--- src/rtl/ram_burst.sv ---
// ram_burst: command-driven single-port RAM slave with auto-increment writes and read bursts.
// Optional macro RAM_CLEAR_EN: zero the whole memory after reset release. Rev 1.0
`default_nettype none

module ram_burst #(
    parameter int DATA_W      = 8,
    parameter int ADDR_W      = 8,
    parameter int MAX_BURST_W = 4
) (
    input  logic              clk,
    input  logic              rst_n,
    input  logic [DATA_W+1:0] din,
    input  logic              rx_valid,
    output logic [DATA_W-1:0] dout,
    output logic              tx_valid,
    output logic              busy,
    output logic              drop
);

    localparam int MEM_DEPTH = 2 ** ADDR_W;
    localparam logic [ADDR_W-1:0]      ADDR_ONE = 1;
    localparam logic [MAX_BURST_W-1:0] CNT_ONE  = 1;

    typedef enum logic [1:0] {
        IDLE  = 2'd0,
        BURST = 2'd1,
        CLEAR = 2'd2
    } state_t;

    state_t                 state;
    logic [DATA_W-1:0]      mem [MEM_DEPTH];
    logic [ADDR_W-1:0]      addr_w;
    logic [ADDR_W-1:0]      addr_r;
    logic [MAX_BURST_W-1:0] burst_cnt;
    logic [1:0]             cmd;
    logic [DATA_W-1:0]      payload;

    assign cmd     = din[DATA_W+1:DATA_W];
    assign payload = din[DATA_W-1:0];

`ifdef RAM_CLEAR_EN
    localparam logic [ADDR_W-1:0] ADDR_LAST = '1;
    logic [ADDR_W-1:0] clr_addr;
`endif

    always_ff @(posedge clk) begin
        if (!rst_n) begin
            addr_w    <= '0;
            addr_r    <= '0;
            burst_cnt <= '0;
            dout      <= '0;
            tx_valid  <= 1'b0;
            drop      <= 1'b0;
`ifdef RAM_CLEAR_EN
            // Clear starts on the first cycle after release, so busy is already up.
            state     <= CLEAR;
            busy      <= 1'b1;
            clr_addr  <= '0;
`else
            state     <= IDLE;
            busy      <= 1'b0;
`endif
        end else begin
            tx_valid <= 1'b0;
            drop     <= 1'b0;
            case (state)
                IDLE: begin
                    if (rx_valid) begin
                        case (cmd)
                            2'b00: addr_w <= payload[ADDR_W-1:0];
                            2'b10: addr_r <= payload[ADDR_W-1:0];
                            2'b01: begin
                                mem[addr_w] <= payload;
                                addr_w      <= addr_w + ADDR_ONE;
                            end
                            default: begin
                                burst_cnt <= payload[MAX_BURST_W-1:0];
                                state     <= BURST;
                                busy      <= 1'b1;
                            end
                        endcase
                    end
                end
                BURST: begin
                    dout     <= mem[addr_r];
                    tx_valid <= 1'b1;
                    addr_r   <= addr_r + ADDR_ONE;
                    drop     <= rx_valid;
                    // burst_cnt holds words remaining after this one
                    if (burst_cnt == '0) begin
                        state <= IDLE;
                        busy  <= 1'b0;
                    end else begin
                        burst_cnt <= burst_cnt - CNT_ONE;
                    end
                end
`ifdef RAM_CLEAR_EN
                CLEAR: begin
                    mem[clr_addr] <= '0;
                    clr_addr      <= clr_addr + ADDR_ONE;
                    drop          <= rx_valid;
                    if (clr_addr == ADDR_LAST) begin
                        state <= IDLE;
                        busy  <= 1'b0;
                    end
                end
`endif
                default: begin
                    state <= IDLE;
                    busy  <= 1'b0;
                end
            endcase
        end
    end

endmodule

`default_nettype wire

--- config.mk ---
export PLATFORM = sky130hd
export DESIGN_NAME = ram_burst
export DESIGN_NICKNAME = d
export VERILOG_FILES = /design/src/rtl/ram_burst.sv
export SDC_FILE = /design/constraint.sdc
export NUM_CORES = 2
export LEC_CHECK = 0
export ABC_CLOCK_PERIOD_IN_PS = 2900
export BUFFER_PORTS_ARGS = -buffer_cell sky130_fd_sc_hd__buf_2
export CORE_MARGIN = 2
export CORE_UTILIZATION = 57
export DETAILED_ROUTE_END_ITERATION = 10
export PLACE_DENSITY = 0.76
export SYNTH_ARGS = -nofsm -noshare
export SYNTH_HDL_FRONTEND = slang
export SYNTH_SLANG_ARGS = --single-unit
--- constraint.sdc ---
create_clock -name clk -period 2.9 [get_ports clk]
set_clock_uncertainty 0.2 [all_clocks]
set_input_delay 0.29 -clock clk [delete_from_list [all_inputs] [get_ports clk]]
set_output_delay 0.29 -clock clk [all_outputs]
set_load 0.1 [all_outputs]
Yosys cells after proc, flatten, opt, wreduce, memory -nomap -nowiden:

Memory sizes are Yosys's and may differ from the RTL's. A register that Yosys moved wholly into a read port is not among the register bits.
Index checks and enable logic that the tools add are counted.

* add/sub/neg operators: 3
* multiply operators: 0
* div/mod/pow operators: 0
* magnitude comparators: 0
* equal/unequal tests: 8
* shifts and indexed selects: 0
* multiplexer cells: 22
* bitwise logic cells: 0
* reduce and logical (&&, ||, !) cells: 12

Operator list (number)
* 8-bit one-hot mux with 2 select lines: 2
* 8-bit by 1-bit adder with 8-bit output (second input constant): 2
* 8-bit 2-to-1 mux: 2
* 4-bit 2-to-1 mux: 3
* 1-bit 2-to-1 mux: 9
* 3-bit AND reduction: 3
* 2-bit inequality test (second input constant): 4
* 4-bit one-hot mux with 2 select lines: 1
* 2-bit 2-to-1 mux: 3
* 2-bit by 1-bit == test with 1-bit output (second input constant): 2
* 2-bit zero test: 2
* 4-bit zero test: 1
* 2-bit one-hot mux with 2 select lines: 1
* 4-bit AND reduction: 1
* 2-bit nonzero test: 2
* 4-bit by 1-bit subtractor with 4-bit output (second input constant): 1
* 3-bit OR reduction: 1
* 2-bit == test (second input constant): 1
* 2-bit by 1-bit inequality test with 1-bit output (second input constant): 1
* 1-bit one-hot mux with 2 select lines: 1
* 2-bit AND reduction: 1
* 1-bit zero test: 1

* register bits after elaboration: 25
* latch bits: 0
* bits in writable memories: 2048
* bits in read-only memories: 0
* input port bits: 13
* output and inout bits: 11
* logic and storage cells: 53
* memories kept: 1

Memories
* mem: words 256, bits a word 8, read ports 1, clocked after Yosys merged registers in 1, wr ports 1, line 31 `logic [DATA_W-1:0] mem [MEM_DEPTH];`

Depth between registers and ports, before layout:

* depth in word-level cells: 6
* depth in mapped cells: 12
* mapped depth without buffers: 7

Worst setup path after synthesis:

Ideal clock, no wire load.

* path type: reg-to-reg
* from: register state[0]
* to: memory mem[220][0], enable pin
* library setup time: 0.370 ns
* arrival time: 2.154 ns
* required time: 2.330 ns
* path slack: 0.175 ns
* cell stages (with the launch flop): 7
* path buffers: 1
* period minus slack after synthesis: 2.725 ns
* cell sequence: dfxtp_1 nor2b_1 and3_1 and2_1 nand3_1 clkbuf_1 nor2_1

* word-level cells in the longest chain between the ends: 4

Ends and longest elaborated chain
* start: declaration: line 30 `state_t state;`
* start signal: assignment: line 60 `state <= IDLE;`
* start signal: assignment: line 78 `state <= BURST;`
* start signal: assignment: line 91 `state <= IDLE;`
* 2-bit zero test: line 66 `case (state)`
* 1-bit 2-to-1 mux: line 66
* 1-bit 2-to-1 mux: line 47 `if (!rst_n) begin`
* 1-bit 2-to-1 mux (not written as such): line 73 `mem[addr_w] <= payload;`
* end: declaration: line 31

No other way between the ends.

==> summary.txt <==
outcome: finished with violations
failing checks: negative setup slack
hold-critical path depth: 1
layout cell share with drive strength beyond 1: 36.81%
number of global-route vias before repair: 45180
Synth Flop Type: edfxtp_1
initial core utilization: 57.42%
worst-skew pair later-pin latency: 840 ps
P&R area growth vs syn: 20.02%
Num Clock Sinks: 2079
CTS max path bufs: 3
antenna violations before repair: 7
Die Area: 145500 um2
Die Y: 381.4 um
Final Hold Vio Count: 0
DRT iter0 DRCs: 7851
Post-synth ARST share: 0%
average wire per standard cell: 34.19 um
Syn Std Cell Area: 81190 um2
drt via density: 6.761
Syn. warnings: 0
die width: 381.4 um
GRT overflow: 0
global-route wire length before repair: 321.8 mm
Leakage: 31.49 nW
pwr/cell area: 648.7 nW/um2
DR pass1 iterations: 7
Worst Path Arrival: 3790 ps
Final Setup Violations: 8
Distinct cells, synth: 72
max-cap violation count: 0
Core ar.: 141400 um2
Max Fclk: 307.2 MHz
worst setup margin: -354.8 ps
register area share after synthesis: 76.51%
CTS clk-pin slew, worst paths: 70 ps
critical path required time: 3430 ps
FP Rows: 138
commonest non-fill, non-tap cells in the layout: 2048 x edfxtp_1, 666 x buf_4, 502 x mux4_2
antenna viol nets, final: 0
Final period util: 112.2%
RSZ-0062 raised after global routing: yes
Startpoint Class: flip-flop
Filler cells: 8050
largest net degree at the start of global routing: 125
IO buf count: 23
final core occ: 68.91%
worst hold path type: input port to flip-flop
Slew @ Worst Pin: 1232 ps
Reg2Reg Depth: 10
Num CTS Buffers: 198
critical-path maximum fanout: 7
TritonCTS clock tree: done
post-synthesis cell count: 3820
CTS HTree Levels: 4
Synthesized Nets: 3839
Tot GR Track Use: 31.13%
placer congestion estimate: 0.9627
root buffer cell: clkbuf_16
Residual DRC: 0
vias: 45160
final WL: 228.4 mm
commonest non-fill, non-tap cell in the layout: edfxtp_1
I/O pin count: 24
Avg Inst Size Synth: 21.25 um2
NumNets Final: 4641
worst relative slew slack: 17.59%
Worst Setup End Kind: flip-flop
minimum clock period: 3255 ps
pre-CTS setup slack: -813.4 ps
Seq cells post-synth: 2079
number of synthesized flops with an enable pin: 2048
Worst Path Class, Setup: flip-flop to flip-flop
Peak VDD IR: 582.8 uV
detailed placement HPWL: 139.3 mm
Final Max Tran Viols: 0
==> cells by family (layout without fill, tap and decap cells) <==
family | Yosys count | after routing | synth area share (%)
flip-flops | 2079 | 2079 | 76.51
multiplexers | 659 | 659 | 16.05
AND/OR/NAND/NOR | 504 | 504 | 2.714
AO/OA/AOI/OAI | 322 | 322 | 2.811
buffers and inverters | 245 | 1212 | 1.774
adder cells (fa/ha/maj) | 6 | 6 | 0.09246
XOR/XNOR | 5 | 5 | 0.05393
other | 0 | 2 | 0
==> path summary, 6_finish.rpt <==
path | from | end | slack [ps]
min reg2reg | burst_cnt[0]$_SDFFE_PN0P_ | burst_cnt[0]$_SDFFE_PN0P_ | 330
min | din[6] | mem[184][6]$_DFFE_PP_ | 30
max | addr_r[0]$_SDFFE_PN0P_ | dout[3]$_SDFFE_PN0P_ | -350
max reg2reg | addr_r[0]$_SDFFE_PN0P_ | dout[3]$_SDFFE_PN0P_ | -350
==> synth_stat cells (22+ instances only) <==
master / instances / share of area, %
buf_4: 22 / 0.20
dfxtp_1: 31 / 0.76
nand2_1: 82 / 0.38
a221oi_1: 27 / 0.29
o21ai_0: 45 / 0.28
mux4_2: 500 / 14
clkbuf_1: 98 / 0.45
mux2i_1: 138 / 1.7
a22oi_1: 67 / 0.62
nand3_1: 29 / 0.18
nor2_1: 299 / 1.4
a21oi_1: 56 / 0.35
buf_2: 60 / 0.37
nor2b_1: 23 / 0.18
buf_6: 25 / 0.35
edfxtp_1: 2048 / 76
==> stage by stage <==
stage	std cells	hold slack (ps)	setup TNS [ps]	instance area, um2	power, mW
after global routing	6677	45.73	-2014	97450	64.54
after global placement	6211	288.4	-4259	88740	37.29
after floorplan	3820	188.9	0	81190	35.49
after CTS	6632	1.705	-1342	96510	62.97
after detailed placement	6212	315.3	-3796	88750	37.36
final	6679	34.71	-1928	97450	63.22
==> cell type report <==
| cell class | instances | area (um2) | share of cell area [%] |
|---|---|---|---|
| multi-input cells | 1496 | 18560 | 19.04 |
| inverters | 13 | 53.80 | 0.05521 |
| diodes | 2 | 5.005 | 0.005136 |
| well taps | 1890 | 2365 | 2.427 |
| clock buffers | 243 | 5175 | 5.310 |
| clock inverters | 122 | 1296 | 1.330 |
| repair buffers | 834 | 7860 | 8.066 |
| flip-flops and latches | 2079 | 62140 | 63.76 |
==> per-layer routing <==
layer	track usage, %	wire length, um	vias to the layer above
met2	46.88	106000	3851
met5	0	56	-
li1	-	-	17590
met4	16.26	13790	8
met3	9.275	31930	770
met1	41.63	76590	22940
==> timing repair <==
| action | CTS | global route |
|---|---|---|
| gates cloned | 7 | 4 |
| endpoints found under the hold margin | 414 | 0 |
| setup endpoints to repair | 8 | 8 |
| hold buffers | 11 | 0 |
| setup buffers | 37 | 52 |
| pin swaps | 21 | 33 |
| resized for setup | 130 | 122 |
==> state kept, by name, indices dropped and copies added, names as in the netlist <==
signal	count
mem	2048
state	1
dout	8
drop	1
addr_r	8
addr_w	8
burst_cnt	4
tx_valid	1
==> report_power, final <==
part           total [mW]  switching [mW]  internal (mW)
Sequential           33.1          0.0636           33.0
Combinational        4.31            2.48           1.82
Clock                25.8            11.4           14.5
Total                63.2            13.9           49.3
==> critical path, stage by stage (launching register included) <==
cell,delay (ps)
dfxtp_4,410
buf_12,160
buf_16,180
clkbuf_16,180
mux4_2,500
a221oi_1,370
o21ai_1,310
a211oi_4,380
buf_4,190
nor2_2,40
a32o_1,210
No activity file was read; power rests on OpenSTA's default activity.
